## src/rtl/reg_file_pkg.sv

```systemverilog
// rtl/reg_file_pkg.sv - shared encodings and default widths for the multi-port register file
package reg_file_pkg;

    typedef enum logic {
        ST_IDLE  = 1'b0,
        ST_CLEAR = 1'b1
    } rf_state_e;

    localparam int RF_DATA_W = 32;
    localparam int RF_ADDR_W = 5;

endpackage

```

## src/rtl/reg_file_mp_if.sv

```systemverilog
// rtl/reg_file_mp_if.sv - read, write and clear signal bundle of the register file
interface reg_file_mp_if
    import reg_file_pkg::*;
#(
    parameter int DATA_W = RF_DATA_W,
    parameter int ADDR_W = RF_ADDR_W,
    parameter int NREAD  = 2
);
    logic [NREAD*ADDR_W-1:0] rd_addr;
    logic [NREAD*DATA_W-1:0] rd_data;
    logic                    wa_en;
    logic [ADDR_W-1:0]       wa_addr;
    logic [DATA_W-1:0]       wa_data;
    logic                    wb_en;
    logic [ADDR_W-1:0]       wb_addr;
    logic [DATA_W-1:0]       wb_data;
    logic                    clr_req;
    logic                    clr_busy;
    logic                    clr_done;

    modport master (
        output rd_addr, wa_en, wa_addr, wa_data, wb_en, wb_addr, wb_data, clr_req,
        input  rd_data, clr_busy, clr_done
    );

    modport slave (
        input  rd_addr, wa_en, wa_addr, wa_data, wb_en, wb_addr, wb_data, clr_req,
        output rd_data, clr_busy, clr_done
    );
endinterface

```

## src/rtl/rf_read_port.sv

```systemverilog
// rtl/rf_read_port.sv - one combinational read port with write bypass and hardwired zero entry
module rf_read_port
    import reg_file_pkg::*;
#(
    parameter int DATA_W   = RF_DATA_W,
    parameter int ADDR_W   = RF_ADDR_W,
    parameter int ZERO_REG = 1,
    parameter int BYPASS   = 1
) (
    input  logic [ADDR_W-1:0] addr,
    input  logic [DATA_W-1:0] mem [2**ADDR_W],
    input  logic              wa_en,
    input  logic [ADDR_W-1:0] wa_addr,
    input  logic [DATA_W-1:0] wa_data,
    input  logic              wb_en,
    input  logic [ADDR_W-1:0] wb_addr,
    input  logic [DATA_W-1:0] wb_data,
    output logic [DATA_W-1:0] data
);

    always_comb begin
        data = mem[addr];
        // Port B is checked last so it wins when both writers hit this address.
        if (BYPASS != 0) begin
            if (wa_en && (wa_addr == addr)) data = wa_data;
            if (wb_en && (wb_addr == addr)) data = wb_data;
        end
        if ((ZERO_REG != 0) && (addr == '0)) data = '0;
    end

endmodule

```

## src/rtl/reg_file_mp.sv

```systemverilog
// rtl/reg_file_mp.sv - dual-write, NREAD-read register file with sequential bulk-clear engine
module reg_file_mp
    import reg_file_pkg::*;
#(
    parameter int DATA_W   = RF_DATA_W,
    parameter int ADDR_W   = RF_ADDR_W,
    parameter int NREAD    = 2,
    parameter int ZERO_REG = 1,
    parameter int BYPASS   = 1
) (
    input  logic          clk,
    input  logic          rst_n,
    reg_file_mp_if.slave  bus
);

    localparam int DEPTH = 2**ADDR_W;
    localparam logic [ADDR_W:0] CNT_LAST = (ADDR_W+1)'(DEPTH - 1);
    localparam logic [ADDR_W:0] CNT_ONE  = (ADDR_W+1)'(1);

    logic [DATA_W-1:0] mem_q [DEPTH];
    logic [DATA_W-1:0] mem_d [DEPTH];
    rf_state_e         state_q, state_d;
    logic [ADDR_W:0]   cnt_q, cnt_d;
    logic              done_q, done_d;
    logic [NREAD*DATA_W-1:0] rd_data_pk;

    always_comb begin
        mem_d   = mem_q;
        state_d = state_q;
        cnt_d   = cnt_q;
        done_d  = 1'b0;

        case (state_q)
            ST_IDLE: begin
                if (bus.clr_req) begin
                    state_d = ST_CLEAR;
                    cnt_d   = '0;
                end
            end
            ST_CLEAR: begin
                mem_d[cnt_q[ADDR_W-1:0]] = '0;
                cnt_d = cnt_q + CNT_ONE;
                if (cnt_q == CNT_LAST) begin
                    state_d = ST_IDLE;
                    done_d  = 1'b1;
                end
            end
            default: state_d = ST_IDLE;
        endcase

        // Writes land after the clear step so a write to the entry being cleared survives.
        if (bus.wa_en) mem_d[bus.wa_addr] = bus.wa_data;
        if (bus.wb_en) mem_d[bus.wb_addr] = bus.wb_data;
        if (ZERO_REG != 0) mem_d[0] = '0;
    end

    always_ff @(posedge clk or negedge rst_n) begin
        if (!rst_n) begin
            for (int i = 0; i < DEPTH; i++) mem_q[i] <= '0;
            state_q <= ST_IDLE;
            cnt_q   <= '0;
            done_q  <= 1'b0;
        end else begin
            mem_q   <= mem_d;
            state_q <= state_d;
            cnt_q   <= cnt_d;
            done_q  <= done_d;
        end
    end

    for (genvar i = 0; i < NREAD; i++) begin : g_rd
        rf_read_port #(
            .DATA_W  (DATA_W),
            .ADDR_W  (ADDR_W),
            .ZERO_REG(ZERO_REG),
            .BYPASS  (BYPASS)
        ) u_rd (
            .addr   (bus.rd_addr[i*ADDR_W +: ADDR_W]),
            .mem    (mem_q),
            .wa_en  (bus.wa_en),
            .wa_addr(bus.wa_addr),
            .wa_data(bus.wa_data),
            .wb_en  (bus.wb_en),
            .wb_addr(bus.wb_addr),
            .wb_data(bus.wb_data),
            .data   (rd_data_pk[i*DATA_W +: DATA_W])
        );
    end

    assign bus.rd_data  = rd_data_pk;
    assign bus.clr_busy = (state_q == ST_CLEAR);
    assign bus.clr_done = done_q;

endmodule

```

## src/flat_wrapper.sv

```systemverilog
// flat-port wrapper written by rule: the top's interface ports become plain ports
module reg_file_mp_flat import reg_file_pkg::*;
#(
    parameter int DATA_W   = RF_DATA_W,
    parameter int ADDR_W   = RF_ADDR_W,
    parameter int NREAD    = 2,
    parameter int ZERO_REG = 1,
    parameter int BYPASS   = 1
)
  (clk, rst_n, bus_rd_addr, bus_wa_en, bus_wa_addr, bus_wa_data, bus_wb_en, bus_wb_addr, bus_wb_data, bus_clr_req, bus_rd_data, bus_clr_busy, bus_clr_done);
  reg_file_mp_if #(.DATA_W(DATA_W), .ADDR_W(ADDR_W), .NREAD(NREAD)) bus_i ();
  input  logic clk;
  input  logic rst_n;
  input wire logic [$bits(bus_i.rd_addr)-1:0] bus_rd_addr;
  input wire logic [$bits(bus_i.wa_en)-1:0] bus_wa_en;
  input wire logic [$bits(bus_i.wa_addr)-1:0] bus_wa_addr;
  input wire logic [$bits(bus_i.wa_data)-1:0] bus_wa_data;
  input wire logic [$bits(bus_i.wb_en)-1:0] bus_wb_en;
  input wire logic [$bits(bus_i.wb_addr)-1:0] bus_wb_addr;
  input wire logic [$bits(bus_i.wb_data)-1:0] bus_wb_data;
  input wire logic [$bits(bus_i.clr_req)-1:0] bus_clr_req;
  output wire logic [$bits(bus_i.rd_data)-1:0] bus_rd_data;
  output wire logic [$bits(bus_i.clr_busy)-1:0] bus_clr_busy;
  output wire logic [$bits(bus_i.clr_done)-1:0] bus_clr_done;
  assign bus_i.rd_addr = bus_rd_addr;
  assign bus_i.wa_en = bus_wa_en;
  assign bus_i.wa_addr = bus_wa_addr;
  assign bus_i.wa_data = bus_wa_data;
  assign bus_i.wb_en = bus_wb_en;
  assign bus_i.wb_addr = bus_wb_addr;
  assign bus_i.wb_data = bus_wb_data;
  assign bus_i.clr_req = bus_clr_req;
  assign bus_rd_data = bus_i.rd_data;
  assign bus_clr_busy = bus_i.clr_busy;
  assign bus_clr_done = bus_i.clr_done;
  reg_file_mp #(.DATA_W(DATA_W), .ADDR_W(ADDR_W), .NREAD(NREAD), .ZERO_REG(ZERO_REG), .BYPASS(BYPASS)) u_core (.clk(clk), .rst_n(rst_n), .bus(bus_i));
endmodule
```

## config.mk

```make
export PLATFORM = sky130hd
export DESIGN_NAME = reg_file_mp_flat
export DESIGN_NICKNAME = d
export VERILOG_FILES = /design/src/rtl/reg_file_pkg.sv /design/src/rtl/reg_file_mp_if.sv /design/src/rtl/rf_read_port.sv /design/src/rtl/reg_file_mp.sv /design/src/flat_wrapper.sv
export SDC_FILE = /design/constraint.sdc
export NUM_CORES = 2
export LEC_CHECK = 0
export ABC_AREA = 1
export BUFFER_PORTS_ARGS = -buffer_cell sky130_fd_sc_hd__buf_2
export CORE_ASPECT_RATIO = 0.5
export CORE_MARGIN = 2
export CORE_UTILIZATION = 28
export DETAILED_ROUTE_END_ITERATION = 7
export HOLD_SLACK_MARGIN = 0.15
export PLACE_DENSITY_LB_ADDON = 0.05
export SETUP_SLACK_MARGIN = 0.3
export SKIP_CTS_REPAIR_TIMING = 1
export SLEW_MARGIN = 20
export SYNTH_ARGS = -nofsm -noshare
export SYNTH_HDL_FRONTEND = slang
export SYNTH_SLANG_ARGS = --single-unit
```

## constraint.sdc

```tcl
create_clock -name clk -period 2.6 [get_ports clk]
set_clock_uncertainty 0.2 [all_clocks]
set_input_delay 0.39 -clock clk [delete_from_list [all_inputs] [get_ports clk]]
set_output_delay 0.39 -clock clk [all_outputs]
set_load 0.005 [all_outputs]
```

==> results.sh <==
export IMPL_grt_overflow_total=0
export IMPL_place_congestion=0.9586
export IMPL_ys_seq_area_frac=0.3580
export IMPL_track_usage=0.3421
export IMPL_wirelength_um=461100
export IMPL_grt_max_degree=73
export IMPL_tightest_slew_ns=1.124
export IMPL_maxCapViolCount=0
export IMPL_clockBufferDepth=3
export IMPL_coreArea_um2=247800
export IMPL_ys_ff_latch=1000
export IMPL_final_hold_viol_count=0
export IMPL_drv_slew=0
export IMPL_syn_nets=10820
export IMPL_cts_root_buf="clkbuf_16"
export IMPL_fillers=26180
export IMPL_regToRegSetupSlack_ns=0.34
export IMPL_path_class="reg2out"
export IMPL_min_period_ns=3.056
export IMPL_async_reset_ff_frac=1.000
export IMPL_r2r_start="u_core.cnt_q[1]"
export IMPL_fin_nets=11160
export IMPL_drt_iter0_markers=12360
export IMPL_row_count=129
export IMPL_status="complete, but fails checks"
export IMPL_syn_to_final_growth_pct=33.57
export IMPL_via_per_inst=5.808
export IMPL_power_density_nw_per_um2=879.4
export IMPL_cts_clk_slew_worst_paths_ns=0.07
export IMPL_die_w_um=710.6
export IMPL_rr_worst_depth=11
export IMPL_min_path_type="in2reg"
export IMPL_synth_edf_count=0
export IMPL_ios=155
export IMPL_cts_tree="built"
export IMPL_netlist_area_um2=69900
export IMPL_synth_ff_type="dfrtp_1"
export IMPL_layout_common_cells="2,132 x nand2_1, 1,487 x o21ai_0, 1,348 x nand3_1, 996 x dfrtp_1, 809 x inv_1"
export IMPL_firstDrtPassIters=6
export IMPL_violations="negative setup slack"
export IMPL_holdPathStages=6
export IMPL_cts_max_level=3
export IMPL_final_seq_area_um2=25030
export IMPL_min_from="bus_wa_data[21]"
export IMPL_synth_top_area_frac=0.3580
export IMPL_cts_buffers=115
export IMPL_min_to="u_core.mem_q[21]"
export IMPL_synthTopCellsByArea="dfrtp_1 36%, nand3_1 13%, nand2_1 12%, o21ai_0 11%, o211ai_1 5.5%"
export IMPL_grt_antenna_before_repair=41
export IMPL_die_height_um=357.3
export IMPL_cp_required_ns=2.01
export IMPL_yosysTopAreaCell="dfrtp_1"
export IMPL_wl_per_cell_um=31.77
export IMPL_clock_sinks=1000
export IMPL_cp_arrival_ns=2.47
export IMPL_avgSynthCellArea_um2=6.519
export IMPL_synth_cell_types=30
export IMPL_fin_crit_sh=1.176
export IMPL_drtAntennaViolNets=0
export IMPL_final_common_cell="nand2_1"
export IMPL_clk_latency_ns=0.79
export IMPL_worstPathMaxFanout=3
export IMPL_start_util=0.2821
export IMPL_start_kind="flop"
export IMPL_io_buffers=154
export IMPL_vdd_drop_max_mv=0.6239
export IMPL_end_kind="output pin"
export IMPL_layout_drive_gt1_share=0.2180
export IMPL_setup_violations_final=64
export IMPL_multi_input_area_um2=41130
export IMPL_leakagePower_nw=43.04
export IMPL_grt_pass1_vias=75780
export IMPL_grt_pass1_wl_um=620200
export IMPL_dp_hpwl_um=306300
export IMPL_slew_headroom=0.2500
export IMPL_fmax_mhz=327.2
export IMPL_finalPower_mw=82.11
export IMPL_r2r_end="u_core.mem_q[241]"
export IMPL_final_core_util=0.3769
export IMPL_via_count=84300
export IMPL_die_area_um2=253900
export IMPL_drc=0
export IMPL_rsz0062_at_grt="true"
export IMPL_synth_warnings=0
export IMPL_syn_inst=10720
export IMPL_fin_ws_ns=-0.4564
[per-stage QoR]
| step | instances | setup slack, ns | area [um2] | setup TNS (ns) | hold WS [ns] |
|---|---|---|---|---|---|
| 3_3_place_gp | 14090 | -0.7462 | 82630 | -46.49 | 0.1722 |
| 5_1_grt | 14500 | -0.5400 | 93330 | -21.97 | 0.1385 |
| 2_1_floorplan | 10720 | 0.3297 | 69900 | 0 | -0.1056 |
| 3_5_place_dp | 14090 | -0.7750 | 82630 | -43.67 | 0.1740 |
| 4_1_cts | 14310 | -0.9250 | 86590 | -33.79 | -0.6888 |
| 6_report | 14510 | -0.4564 | 93370 | -17.47 | 0.1387 |
[cells in the mapped netlist, drive strengths merged (135+ instances only)]
master / instances
a21oi: 448
a31oi: 404
buf: 151
clkbuf: 974
dfrtp: 1000
inv: 972
nand2: 2297
nand3: 1827
nor2: 392
o211ai: 514
o21ai: 1553
o22ai: 135
[logic make-up after synthesis]
group           count (synthesis)  synth area share
buf+inv                      2106            0.1143
compound gates               3060            0.2474
xor+xnor                        3         0.0003760
flops                        1000            0.3580
simple gates                 4549            0.2792
fa+ha+maj                       4         0.0007160
[worst max path at each step]
stage / startpoint / end / slack, ns / cells past startpoint
6_report: u_core.mem_q[989] / bus_rd_data[29] / -0.46 / 11
4_1_cts: u_core.mem_q[989] / bus_rd_data[29] / -0.93 / 11
3_5_place_dp: bus_rd_addr[1] / bus_rd_data[29] / -0.77 / 14
2_1_floorplan: bus_rd_addr[5] / bus_rd_data[32] / 0.33 / 9
3_3_place_gp: bus_rd_addr[1] / bus_rd_data[29] / -0.75 / 14
5_1_grt: u_core.mem_q[253] / bus_rd_data[29] / -0.54 / 12
[flip-flops by register name, indices dropped and copies added (netlist names)]
register / count
u_core.bus.clr_done: 1
u_core.mem_q: 992
u_core.cnt_q: 6
u_core.bus.clr_busy: 1
[layer usage]
layer / track usage / vias up / part of all wire
met2: 0.4676 / 4522 / 0.40
met4: 0.08025 / 10 / 0.021
met1: 0.5158 / 42140 / 0.46
met3: 0.1045 / 487 / 0.12
li1: - / 37140 / -
met5: 0 / - / 0.00016
[report_power, final]
part           leakage, nW  switching (mW)  internal [mW]  total, mW
clock network         1.95            8.20           10.0       18.2
logic                 28.7            23.1           14.0       37.1
registers             12.4            3.79           23.0       26.8
[critical path: stages (launching register included)]
cell and delay (ns):
dfrtp_1 0.38, nand2_1 0.07, nor2_1 0.10, nor2_1 0.05, nand2_1 0.13, buf_12 0.12
nand3_4 0.06, nand3_4 0.19, nand3_2 0.13, a21oi_2 0.19, buf_4 0.17, buf_6 0.10
[cell type report]
class,count,share of cell area
multi-input combinational,7616,0.4405
sequential,1000,0.2681
timing repair buffer,1348,0.1637
tap,3340,0.04476
inverter,981,0.04018
clock buffer,166,0.03657
clock inverter,49,0.005856
antenna,14,0.0003752
Power figures use the tool's default switching activity.
